**config.mk**
```make
export PLATFORM = sky130hd
export DESIGN_NAME = uart_rx_ctrl
export DESIGN_NICKNAME = d
export VERILOG_FILES = /design/src/rtl/uart_rx_ctrl_pkg.sv /design/src/rtl/uart_rx_fifo.sv /design/src/rtl/uart_rx_ctrl.sv
export SDC_FILE = /design/constraint.sdc
export NUM_CORES = 1
export LEC_CHECK = 0
export CAP_MARGIN = 15
export CORE_AREA = 2 2 132 134
export DETAILED_ROUTE_END_ITERATION = 16
export DIE_AREA = 0 0 134 136
export PLACE_DENSITY = 0.54
export SLEW_MARGIN = 20
export SYNTH_ARGS = -nofsm -noshare
export SYNTH_HDL_FRONTEND = slang
export SYNTH_SLANG_ARGS = --single-unit
```
**constraint.sdc**
```tcl
create_clock -name clk -period 6.35 [get_ports clk]
set_input_delay 1.27 -clock clk [delete_from_list [all_inputs] [get_ports clk]]
set_output_delay 1.27 -clock clk [all_outputs]
set_load 0.01 [all_outputs]
```
**src/rtl/uart_rx_ctrl_pkg.sv**
```systemverilog
// Shared constants for the UART receive controller: register map,
// STAT/CTRL bit positions and bus FSM state encodings.
package uart_rx_ctrl_pkg;

    // Register addresses
    localparam logic ADR_DATA = 1'b0;
    localparam logic ADR_STAT = 1'b1;

    // STAT read bit positions
    localparam int STAT_NOT_EMPTY = 0;
    localparam int STAT_FULL      = 1;
    localparam int STAT_OVERRUN   = 2;
    localparam int STAT_TIMEOUT   = 3;
    localparam int STAT_IRQ_EN    = 4;
    localparam int STAT_RX_ACTIVE = 5;
    localparam int STAT_COUNT_LSB = 8;

    // CTRL write bit positions
    localparam int CTRL_CLR_OVR = 2;
    localparam int CTRL_CLR_TO  = 3;
    localparam int CTRL_IRQ_EN  = 4;
    localparam int CTRL_FLUSH   = 7;

    // Bus FSM states
    localparam logic ST_IDLE = 1'b0;
    localparam logic ST_ACK  = 1'b1;

endpackage

```
**src/rtl/uart_rx_fifo.sv**
```systemverilog
// Synchronous byte FIFO: push/pop/flush with full/empty/count.
// A pop on empty is ignored; a push on full only lands when a pop frees a slot
// in the same cycle. Flush overrides both.
module uart_rx_fifo #(
    parameter int DEPTH = 8,
    parameter int BITS  = 8
) (
    input  logic                     clk,
    input  logic                     rst_n,
    input  logic                     push,
    input  logic                     pop,
    input  logic                     flush,
    input  logic [BITS-1:0]          wdata,
    output logic [BITS-1:0]          rdata,
    output logic                     full,
    output logic                     empty,
    output logic [$clog2(DEPTH):0]   count
);
    localparam int AW = $clog2(DEPTH);
    localparam logic [AW:0] FULL_CNT = (AW+1)'(DEPTH);
    localparam logic [AW:0] ONE      = (AW+1)'(1);

    logic [BITS-1:0] mem [DEPTH];
    logic [AW-1:0]   rd_ptr, wr_ptr;
    logic            do_pop, do_push;

    assign empty   = (count == '0);
    assign full    = (count == FULL_CNT);
    assign do_pop  = pop & ~empty;
    assign do_push = push & (~full | do_pop);
    assign rdata   = mem[rd_ptr];

    // Pointer and occupancy bookkeeping; flush wins over push/pop
    always_ff @(posedge clk or negedge rst_n) begin
        if (!rst_n) begin
            rd_ptr <= '0;
            wr_ptr <= '0;
            count  <= '0;
        end else if (flush) begin
            rd_ptr <= '0;
            wr_ptr <= '0;
            count  <= '0;
        end else begin
            if (do_push) wr_ptr <= wr_ptr + 1'b1;
            if (do_pop)  rd_ptr <= rd_ptr + 1'b1;
            case ({do_push, do_pop})
                2'b10:   count <= count + ONE;
                2'b01:   count <= count - ONE;
                default: count <= count;
            endcase
        end
    end

    // Storage write; contents need no reset since count gates visibility
    always_ff @(posedge clk) begin
        if (do_push && !flush) mem[wr_ptr] <= wdata;
    end

endmodule

```
**src/rtl/uart_rx_ctrl.sv**
```systemverilog
// UART receive controller: captures received bytes into a FIFO and exposes
// DATA / STAT / CTRL registers on a single-cycle-ack Wishbone slave.
// Interrupt on watermark, idle timeout or overrun.
module uart_rx_ctrl
    import uart_rx_ctrl_pkg::*;
#(
    parameter int BITS         = 8,
    parameter int DEPTH        = 8,
    parameter int WATERMARK    = 4,
    parameter int TIMEOUT_CLKS = 1040
) (
    input  logic            clk,
    input  logic            rst_n,
    input  logic            rx_done,
    input  logic            rx_active,
    input  logic [BITS-1:0] rx_data,
    input  logic            i_wb_cyc,
    input  logic            i_wb_stb,
    input  logic            i_wb_we,
    input  logic            i_wb_adr,
    input  logic [31:0]     i_wb_dat,
    output logic [31:0]     o_wb_rdt,
    output logic            o_wb_ack,
    output logic            o_irq
);
    localparam int CW = $clog2(DEPTH) + 1;
    localparam int TW = $clog2(TIMEOUT_CLKS);
    localparam logic [CW-1:0] WM      = CW'(WATERMARK);
    localparam logic [TW-1:0] TO_LAST = TW'(TIMEOUT_CLKS - 1);

    logic            state;
    logic            rx_done_q;
    logic            push, req, pop_req, pop_eff, ctrl_wr, flush, ovf;
    logic            overrun, timeout, irq_en;
    logic [TW-1:0]   to_cnt;
    logic [BITS-1:0] head;
    logic            full, empty;
    logic [CW-1:0]   count;
    logic [31:0]     stat, rd_next;
    logic            unused_ok;

    assign unused_ok = ^{i_wb_dat[31:8], i_wb_dat[6:5], i_wb_dat[1:0]};

    assign push    = rx_done & ~rx_done_q;
    assign req     = (state == ST_IDLE) & i_wb_cyc & i_wb_stb;
    assign pop_req = req & ~i_wb_we & (i_wb_adr == ADR_DATA);
    assign pop_eff = pop_req & ~empty;
    assign ctrl_wr = req & i_wb_we & (i_wb_adr == ADR_STAT);
    assign flush   = ctrl_wr & i_wb_dat[CTRL_FLUSH];
    // A byte is lost only when it cannot land: full, no slot freed, no flush
    assign ovf     = push & full & ~pop_eff & ~flush;
    assign o_wb_ack = (state == ST_ACK);

    uart_rx_fifo #(.DEPTH(DEPTH), .BITS(BITS)) u_fifo (
        .clk   (clk),
        .rst_n (rst_n),
        .push  (push),
        .pop   (pop_req),
        .flush (flush),
        .wdata (rx_data),
        .rdata (head),
        .full  (full),
        .empty (empty),
        .count (count)
    );

    // Status word and read-data selection for the current request
    always_comb begin
        stat = '0;
        stat[STAT_NOT_EMPTY] = ~empty;
        stat[STAT_FULL]      = full;
        stat[STAT_OVERRUN]   = overrun;
        stat[STAT_TIMEOUT]   = timeout;
        stat[STAT_IRQ_EN]    = irq_en;
        stat[STAT_RX_ACTIVE] = rx_active;
        stat[STAT_COUNT_LSB +: CW] = count;
        rd_next = '0;
        if (req && !i_wb_we) begin
            if (i_wb_adr == ADR_STAT) rd_next = stat;
            else if (!empty)          rd_next = 32'(head);
        end
    end

    // Bus FSM, read data register and rx_done edge register
    always_ff @(posedge clk or negedge rst_n) begin
        if (!rst_n) begin
            state     <= ST_IDLE;
            o_wb_rdt  <= '0;
            rx_done_q <= 1'b0;
        end else begin
            rx_done_q <= rx_done;
            o_wb_rdt  <= rd_next;
            state     <= req ? ST_ACK : ST_IDLE;
        end
    end

    // Control bits and sticky flags; a set in the same cycle beats a clear
    always_ff @(posedge clk or negedge rst_n) begin
        if (!rst_n) begin
            irq_en  <= 1'b0;
            overrun <= 1'b0;
            timeout <= 1'b0;
        end else begin
            if (ctrl_wr) irq_en <= i_wb_dat[CTRL_IRQ_EN];
            if (ctrl_wr && i_wb_dat[CTRL_CLR_OVR]) overrun <= 1'b0;
            if (ovf) overrun <= 1'b1;
            if (empty || (ctrl_wr && i_wb_dat[CTRL_CLR_TO])) timeout <= 1'b0;
            if (!empty && !rx_active && !(push || pop_eff || flush) && to_cnt == TO_LAST)
                timeout <= 1'b1;
        end
    end

    // Idle timer: counts while data waits and the line is quiet, holds at the limit
    always_ff @(posedge clk or negedge rst_n) begin
        if (!rst_n)
            to_cnt <= '0;
        else if (push || pop_eff || flush)
            to_cnt <= '0;
        else if (!empty && !rx_active && to_cnt != TO_LAST)
            to_cnt <= to_cnt + 1'b1;
    end

    // Registered interrupt level
    always_ff @(posedge clk or negedge rst_n) begin
        if (!rst_n) o_irq <= 1'b0;
        else        o_irq <= irq_en & ((count >= WM) | timeout | overrun);
    end

endmodule

```
Yosys cells after proc, flatten, opt, wreduce, memory -nomap -nowiden
Memory sizes are Yosys's and may differ from the RTL's.
Cells that the tools add are included.

word-level totals
  memories kept = 1
  bits in registers = 59
  word-level logic and storage cells = 89
  memory bits (writable) = 64

memories
  name        depth  width  rd ports  clocked after Yosys merged registers in  wr ports  RTL line            text
  u_fifo.mem  8      8      1         0                                        1         uart_rx_fifo.sv:23  logic [BITS-1:0] mem [DEPTH];

cells by class
  multiplexer cells = 18
  eq/ne operators = 5
  reduce and logical (&&, ||, !) cells = 23
  add/sub/neg operators = 5
  bitwise operators = 25
  magnitude comparators = 1

operator list
  kind                                                                number
  two-way mux 32 bit                                                  2
  two-way mux 11 bit                                                  2
  AND 1 bit                                                           14
  two-way mux 3 bit                                                   4
  adder 11 x 1 -> 11 bit (second input constant)                      1
  equality test 11 bit (second input constant)                        1
  != test 11 bit (second input constant)                              1
  nonzero test 2 bit                                                  5
  logical AND 1 bit                                                   8
  two-way mux 8 bit                                                   1
  inverter 1 bit                                                      8
  one-hot mux 4 bit (2 select lines)                                  1
  two-way mux 1 bit                                                   7
  adder 3 x 1 -> 3 bit (second input constant)                        2
  logical NOT 1 bit                                                   5
  adder 4 x 1 -> 4 bit (second input constant)                        1
  equality test 4 bit (second input constant)                         1
  greater-or-equal comparator 4 x 3 -> 1 bit (second input constant)  1
  logical NOT 4 bit                                                   1
  two-way mux 4 bit                                                   1
  subtractor 4 x 1 -> 4 bit (second input constant)                   1
  logical OR 1 bit                                                    3
  bitwise OR 1 bit                                                    3
  nonzero test 3 bit                                                  1
  2 further kinds                                                     2

Longest topological paths before layout
Gate-level depths: netlist (run 1).

  depth after elaboration = 12
  mapped depth = 9
  depth with buffers taken out = 8

Hierarchy
From an unflattened synthesis (run 1), not the netlist that was laid out.

unflattened totals
  cell total of the unflattened synthesis = 298
  area, all modules = 4574.4 sq um

by module, submodules not included
  module        area an instance (sq um)  seq. area each (sq um)  cells an instance  times used
  uart_rx_fifo  3138.0                    2172.1                  171                1
  uart_rx_ctrl  1436.4                    725.7                   127                1

Worst setup path after synthesis (run 1)
No wires, ideal clock.

  kind = input -> register
  start = input i_wb_we
  end = memory u_fifo.mem[0][0], enable pin
  library setup time = 0.383 ns
  arrival = 2.970 ns
  path slack = 2.996 ns
  stages = 5
  buffers on the path = 1
  required time = 5.967 ns
  cells stage by stage = nand4bb_4 > buf_2 > o31ai_1 > nand4b_1 > nor3_1

between the ends
  longest elaborated chain between the ends = 9
  elaborated cells between the ends (all ways) = 13

ends and longest elaborated chain
  item                                         RTL line            text
  start, declared                              uart_rx_ctrl.sv:19  input logic i_wb_we,
  inverter 1 bit                               uart_rx_ctrl.sv:46  assign pop_req = req & ~i_wb_we & (i_wb_adr == ADR_DATA);
  AND 1 bit (2 in a row)                       uart_rx_ctrl.sv:46
  AND 1 bit                                    uart_rx_fifo.sv:29  assign do_pop = pop & ~empty;
  bitwise OR 1 bit                             uart_rx_fifo.sv:30  assign do_push = push & (~full | do_pop);
  AND 1 bit                                    uart_rx_fifo.sv:30
  logical AND 1 bit (*)                        uart_rx_fifo.sv:56  if (do_push && !flush) mem[wr_ptr] <= wdata;
  two-way mux 1 bit (*)                        uart_rx_fifo.sv:56
  two-way mux 1 bit (not written as such) (*)  uart_rx_fifo.sv:56
  end, declared                                uart_rx_fifo.sv:23

Every way passes the cells marked *; elsewhere a longest branch is shown, timed or not.

Worst setup path in the final report (run 1)
  start = input i_wb_adr
  end = memory u_fifo.mem[3][7], enable pin

between the ends
  longest elaborated chain between the ends = 8
  elaborated cells between the ends (all ways) = 11

ends and longest elaborated chain
  item                                         RTL line            text
  start, declared                              uart_rx_ctrl.sv:20  input logic i_wb_adr,
  inverter 1 bit                               uart_rx_ctrl.sv:46
  AND 1 bit                                    uart_rx_ctrl.sv:46
  AND 1 bit                                    uart_rx_fifo.sv:29
  bitwise OR 1 bit                             uart_rx_fifo.sv:30
  AND 1 bit                                    uart_rx_fifo.sv:30
  logical AND 1 bit (*)                        uart_rx_fifo.sv:56
  two-way mux 1 bit (*)                        uart_rx_fifo.sv:56
  two-way mux 1 bit (not written as such) (*)  uart_rx_fifo.sv:56

Marks and branches as above.

==> impl_metrics.env, run 1 <==
export IMPL_status="finished clean"
export IMPL_grt_pass1_vias=2443
export IMPL_cp_required_ps=6320
export IMPL_synth_area_leaders="edfxtp_1 43%, dfrtp_1 22%, mux4_2 8.1%"
export IMPL_cts_buffers=9
export IMPL_timing_worst_setup_path_type="primary input to flip-flop"
export IMPL_fin_nets=387
export IMPL_syn_to_final_growth_pct=17.9
export IMPL_vias_per_cell=4.30
export IMPL_ys_async_sr_fraction_pct=37.9
export IMPL_finalCriticalPeriod_ps=3920
export IMPL_syn_inst=301
export IMPL_overflow=0
export IMPL_power_density_nw_per_um2=355
export IMPL_htreeDepth=3
export IMPL_ys_warnings_count=0
export IMPL_postCtsSetupBuffers=0
export IMPL_ant_nets=0
export IMPL_p_leak_nw=1.90
export IMPL_netlist_area_um2=4470
export IMPL_critPathCaptureType="flip-flop"
export IMPL_die_x_um=134
export IMPL_firstDrtPassIters=4
export IMPL_clockBufferDepth=2
export IMPL_die_area_um2=18200
export IMPL_hold_path_class="flip-flop to flip-flop"
export IMPL_rows=48
export IMPL_wl_per_cell_um=15.3
export IMPL_synth_most_common_cell="edfxtp_1"
export IMPL_avgSynthCellArea_um2=14.8
export IMPL_antenna_found_initial=0
export IMPL_drc=0
export IMPL_grt_start_max_net_pins=40
export IMPL_multi_input_area_um2=1430
export IMPL_drv_slew=0
export IMPL_clkLatencyLatePin_ps=350
export IMPL_fillers=1659
export IMPL_worst_pin_slew_ps=974
export IMPL_synth_ff_latch_count=103
export IMPL_relSlewSlack_pct=34.8
export IMPL_root_buffer="clkbuf_16"
export IMPL_initial_core_util_pct=26.5
export IMPL_ys_flop_type="edfxtp_1"
export IMPL_routed_wl_um=8610
export IMPL_muxShareOfSynthArea_pct=10.7
export IMPL_timing_fmax_mhz=255
export IMPL_hold_buffers=0
export IMPL_stdcell_area_um2=5270
export IMPL_finalClockSkew_ps=13.7
export IMPL_wl_met3_um=382
export IMPL_cts_tree="built"
export IMPL_synth_adder_area_share_pct=1.40
export IMPL_start_kind="primary input"
export IMPL_grt_pass1_wl_um=13600
export IMPL_ir_drop_mv=0.183
export IMPL_synth_edff_count=64
export IMPL_cp_arrival_ps=3890
export IMPL_synth_xor_area_share_pct=3.14
export IMPL_dr_wl_met2_um=4110
export IMPL_synth_top_cell_area_share_pct=43.0
export IMPL_r2r_slack_ps=3430
export IMPL_ys_types=48
export IMPL_wl_met1_um=4030
export IMPL_die_h_um=136
export IMPL_setup_tns_ps=0
export IMPL_pin_count=82
export IMPL_synth_top_family_by_area="simple AND/OR/NAND/NOR gates"
export IMPL_finalHoldViolations=0
export IMPL_n_antenna_cell=0
export IMPL_initialDrtViolationCount=184
export IMPL_grt_usage_pct=10.0
export IMPL_maxCapViolCount=0
export IMPL_rsz0062_at_grt="no"
export IMPL_seq_area_frac_synth_pct=64.9
export IMPL_place_gp_congestion=0.755
export IMPL_worst_path_max_fanout=16
export IMPL_finalCritPeriodShare_pct=61.7
export IMPL_portBuffers=33
export IMPL_synth_compound_area_share_pct=3.22
export IMPL_ff_latch_area_um2=2900
export IMPL_placed_cell_area_um2=4960
export IMPL_top_layer_used="met4"
export IMPL_synth_common_cells="64 x edfxtp_1, 39 x dfrtp_1, 33 x nor2_1, 20 x buf_4, 16 x mux4_2"
export IMPL_cts_sinks=103
export IMPL_setup_viol=0
export IMPL_drive_above_1_share_pct=14.5
export IMPL_synth_top_area_cell="edfxtp_1"
export IMPL_hpwl_um=5740
export IMPL_clkTransAtPathRegs_ps=70
export IMPL_vias=2426
export IMPL_core_area_um2=16900
export IMPL_ctsResizeCount=0
export IMPL_yosys_area_share_simple_pct=11.7
cell usage in the layout (no fill, tap or decap), types with 2 or more instances in the layout:
master           count
edfxtp_1            64
dfrtp_1             39
nor2_1              33
clkdlybuf4s50_1     32
conb_1              20
mux4_2              16
nand3_1             13
nand2_1             11
xor2_1              11
clkbuf_16            9
mux2_2               6
mux2i_1              5
a22oi_1              5
xnor2_1              5
ha_1                 5
nor4b_1              4
nand2b_1             4
inv_1                4
and3_1               4
and2_1               3
nor3_1               3
nand4_1              3
nor3_2               3
o21ai_0              3
a21oi_1              3
inv_6                3
nor2b_1              2
o2bb2ai_1            2
inv_8                2
critical path, stage by stage:
cell,delay (ps)
clkdlybuf4s50_1,730
o31ai_1,710
nand4_1,330
nor2_1,840
sequential cells by signal, summed over array words and instances (netlist names):
| signal | count |
|---|---|
| u_fifo.wr_ptr | 3 |
| u_fifo.count | 4 |
| o_wb_ack | 1 |
| overrun | 1 |
| u_fifo.mem | 64 |
| timeout | 1 |
| to_cnt | 11 |
| rx_done_q | 1 |
| o_wb_rdt | 12 |
| o_irq | 1 |
| irq_en | 1 |
| u_fifo.rd_ptr | 3 |
power by group:
group / internal [mW] / switching, mW
Sequential: 0.789 / 0.0934
Clock: 0.315 / 0.261
Combinational: 0.217 / 0.193
area by class of cell:
cell class | count | area share [%]
timing repair buffer | 34 | 6.32
sequential | 103 | 55.0
tap | 225 | 5.34
inverter | 4 | 0.285
clock buffer | 9 | 4.27
clock inverter | 7 | 1.59
multi-input combinational | 182 | 27.2
logic make-up after synthesis:
group                      count (synthesis)
buffers and inverters                     35
muxes                                     27
DFF                                      103
and+or+nand+nor                           94
other                                      1
xor gates and xnor gates                  16
adders and majority gates                  5
AOI/OAI and AO/OA                         20
final timing paths:
check                                        from                           end  depth (start not counted)
max                                      i_wb_adr    u_fifo.mem[3][7]$_DFFE_PP_                          4
min in group asynchronous                   rst_n  u_fifo.rd_ptr[0]$_DFFE_PN0P_                          1
min                        to_cnt[10]$_DFFE_PN0P_        to_cnt[10]$_DFFE_PN0P_                          2
min reg2reg                to_cnt[10]$_DFFE_PN0P_        to_cnt[10]$_DFFE_PN0P_                          2
max in group asynchronous                   rst_n        o_wb_rdt[11]$_DFF_PN0_                          1
max reg2reg                    o_wb_ack$_DFF_PN0_    u_fifo.mem[3][7]$_DFFE_PP_                          4
through the flow:
step                util [%]  power [mW]  setup slack (ps)  hold WS [ps]  std cells
floorplan                  -        1.20              3000           480        320
global placement        29.4        1.30              2090           524        548
detailed placement      29.4        1.31              2080           537        548
CTS                     31.2        1.89              2440           550        564
global route            31.2        1.97              2250           585        564
finish                  31.2        1.87              2430           543        564
layer usage:
| metal | up-vias | track usage (%) |
|---|---|---|
| met5 | - | 0 |
| met4 | 0 | 3.01 |
| met3 | 8 | 3.32 |
| met2 | 51 | 16.3 |
| met1 | 1221 | 12.7 |
| li1 | 1146 | - |
(Power assumes the default switching activity.)
==> run 2: changes to the inputs <==
==> constraint.sdc (replaced) <==
create_clock -name clk -period 3.8 [get_ports clk]
set_input_delay 0.76 -clock clk [delete_from_list [all_inputs] [get_ports clk]]
set_output_delay 0.76 -clock clk [all_outputs]
set_load 0.01 [all_outputs]
==> run 2 against run 1 <==
Effect of this change:
- worst setup slack got worse by 1600 ps
- clock power rose by 56%
- routed wire length rose by 2.3%
- combinational power rose by 64%
- final cell count rose by 1.4%
- global-route usage rose by 0.25 points
- total power rose by 64%
- flip-flop and latch count did not move
- first-iteration DRC count fell by 36%
- core utilization rose by 0.24 points
==> impl_metrics.env, run 2 (synthesis results as in run 1) <==
export IMPL_antenna_found_initial=0
export IMPL_final_common_cell="edfxtp_1"
export IMPL_htreeDepth=3
export IMPL_grt_pass1_vias=2485
export IMPL_vias=2436
export IMPL_core_area_um2=16900
export IMPL_rows=48
export IMPL_ant_nets=0
export IMPL_fin_nets=395
export IMPL_syn_to_final_growth_pct=18.8
export IMPL_grt_usage_pct=10.3
export IMPL_internal_power_mw=2.19
export IMPL_worst_pin_slew_ps=971
export IMPL_crit_slowest_cell="nor2_1"
export IMPL_clockBufferDepth=2
export IMPL_drive_above_1_share_pct=15.9
export IMPL_drv_slew=0
export IMPL_worst_path_max_fanout=8
export IMPL_grt_start_max_net_pins=40
export IMPL_r2r_start="u_fifo.count[0]$_DFFE_PN0P_"
export IMPL_pin_count=82
export IMPL_seqPwrFrac_pct=48.7
export IMPL_finalHoldViolations=0
export IMPL_fillers=1679
export IMPL_portBuffers=33
export IMPL_whs_ps=538
export IMPL_cp_arrival_ps=2920
export IMPL_hpwl_um=5910
export IMPL_place_gp_congestion=0.747
export IMPL_power_density_nw_per_um2=578
export IMPL_critPathCaptureType="flip-flop"
export IMPL_firstDrtPassIters=4
export IMPL_hold_path_class="primary input to asynchronous set/reset pin"
export IMPL_startpoint="i_wb_we"
export IMPL_postCtsSetupBuffers=0
export IMPL_vias_per_cell=4.26
export IMPL_crit_end="u_fifo.mem[5][3]$_DFFE_PP_"
export IMPL_setup_viol=0
export IMPL_final_cell_mix="64 x edfxtp_1, 39 x dfrtp_1, 33 x nor2_1"
export IMPL_die_h_um=136
export IMPL_die_x_um=134
export IMPL_ir_drop_mv=0.231
export IMPL_largest_register="u_fifo.mem"
export IMPL_timing_worst_setup_path_type="primary input to flip-flop"
export IMPL_largest_reg_flops=64
export IMPL_n_antenna_cell=0
export IMPL_relSlewSlack_pct=35.0
export IMPL_slowest_delay_ps=800
export IMPL_clkLatencyLatePin_ps=340
export IMPL_die_area_um2=18200
export IMPL_p_sw_mw=0.876
export IMPL_worstRegToRegCells=4
export IMPL_drc=0
export IMPL_clkTransAtPathRegs_ps=70
export IMPL_finalCriticalPeriod_ps=2960
export IMPL_cts_buffers=9
export IMPL_timing_fmax_mhz=338
export IMPL_finalCritPeriodShare_pct=77.9
export IMPL_r2r_slack_ps=1240
export IMPL_switching_share_pct=28.5
export IMPL_cts_sinks=103
export IMPL_finalClockSkew_ps=12.4
export IMPL_setup_tns_ps=0
export IMPL_reg_largest_list="u_fifo.mem (64), o_wb_rdt (12), to_cnt (11)"
export IMPL_maxCapViolCount=0
export IMPL_pwr_share_comb_pct=21.9
export IMPL_grt_pass1_wl_um=14000
export IMPL_routed_wl_um=8800
export IMPL_start_kind="primary input"
export IMPL_cp_cell_sequence="clkdlybuf4s50_1, nand4bb_4, o31ai_1, nand4_1, nor2_1"
export IMPL_cts_tree="built"
export IMPL_status="finished clean"
export IMPL_wl_per_cell_um=15.4
export IMPL_fin_util_pct=31.5
export IMPL_power_frac_clock_pct=29.3
export IMPL_p_leak_nw=1.93
export IMPL_initial_core_util_pct=26.5
export IMPL_root_buffer="clkbuf_16"
export IMPL_overflow=0
export IMPL_r2r_end="u_fifo.mem[5][3]$_DFFE_PP_"
export IMPL_rsz0062_at_grt="no"
export IMPL_hold_buffers=0
export IMPL_cp_required_ps=3760
export IMPL_initialDrtViolationCount=118
export IMPL_ctsResizeCount=0
==> run 2: cell count changes in the layout (fill, tap and decap cells not counted) <==
cell and change:
inv_6 -1, buf_4 +8, nor3_1 +2, clkinv_4 +1, clkinvlp_4 +1, bufinv_16 -1, clkinv_2 -1, clkbuf_8 +3
nor3_2 -2, inv_8 -2
==> run 2: per-layer routing <==
metal	GRT usage, %	up-vias	wire length, um
li1	-	1156	-
met1	13.5	1217	4110
met2	16.7	56	4250
met3	2.80	7	362
met4	2.84	0	82
met5	0	-	0
==> run 2: critical path, delay by kind of cell <==
kind                   cells  cell delay [ps]
AO/OA/AOI/OAI              1              380
AND/OR/NAND/NOR            3             1310
buffers and inverters      1              460
==> run 2: final cells by class <==
class | count | area, um^2 | area share [%]
Inverter | 4 | 15.0 | 0.283
Tap cell | 225 | 282 | 5.30
Clock buffer | 12 | 267 | 5.02
Timing Repair Buffer | 42 | 393 | 7.40
Multi-Input combinational cell | 182 | 1420 | 26.8
Sequential cell | 103 | 2900 | 54.6
Clock inverter | 4 | 33.8 | 0.636
==> run 2: power groups by stage <==
stage / logic, mW / registers [mW] / clock network [mW]
floorplan: 0.571 / 1.43 / 0
global route: 0.743 / 1.52 / 0.978
CTS: 0.687 / 1.50 / 0.928
global placement: 0.667 / 1.52 / 0
finish: 0.673 / 1.50 / 0.901
detailed placement: 0.683 / 1.53 / 0
==> run 2: metrics by stage <==
step	power [mW]	cell area [um^2]	setup slack (ps)	instances
3_3_place_gp	2.19	5010	456	556
5_1_grt	3.24	5310	568	572
4_1_cts	3.12	5310	748	572
3_5_place_dp	2.21	5010	403	556
2_1_floorplan	2.00	4540	956	320
6_report	3.07	5310	841	572
==> run 2: worst min path at each step <==
stage	from	to	slack, ps	cells past startpoint
2_1_floorplan	rst_n	irq_en$_DFFE_PN0N_	460	0
3_3_place_gp	to_cnt[10]$_DFFE_PN0P_	to_cnt[10]$_DFFE_PN0P_	520	2
3_5_place_dp	overrun$_DFFE_PN0P_	overrun$_DFFE_PN0P_	530	1
4_1_cts	overrun$_DFFE_PN0P_	overrun$_DFFE_PN0P_	550	1
5_1_grt	overrun$_DFFE_PN0P_	overrun$_DFFE_PN0P_	570	1
6_report	rst_n	u_fifo.wr_ptr[0]$_DFFE_PN0P_	540	1
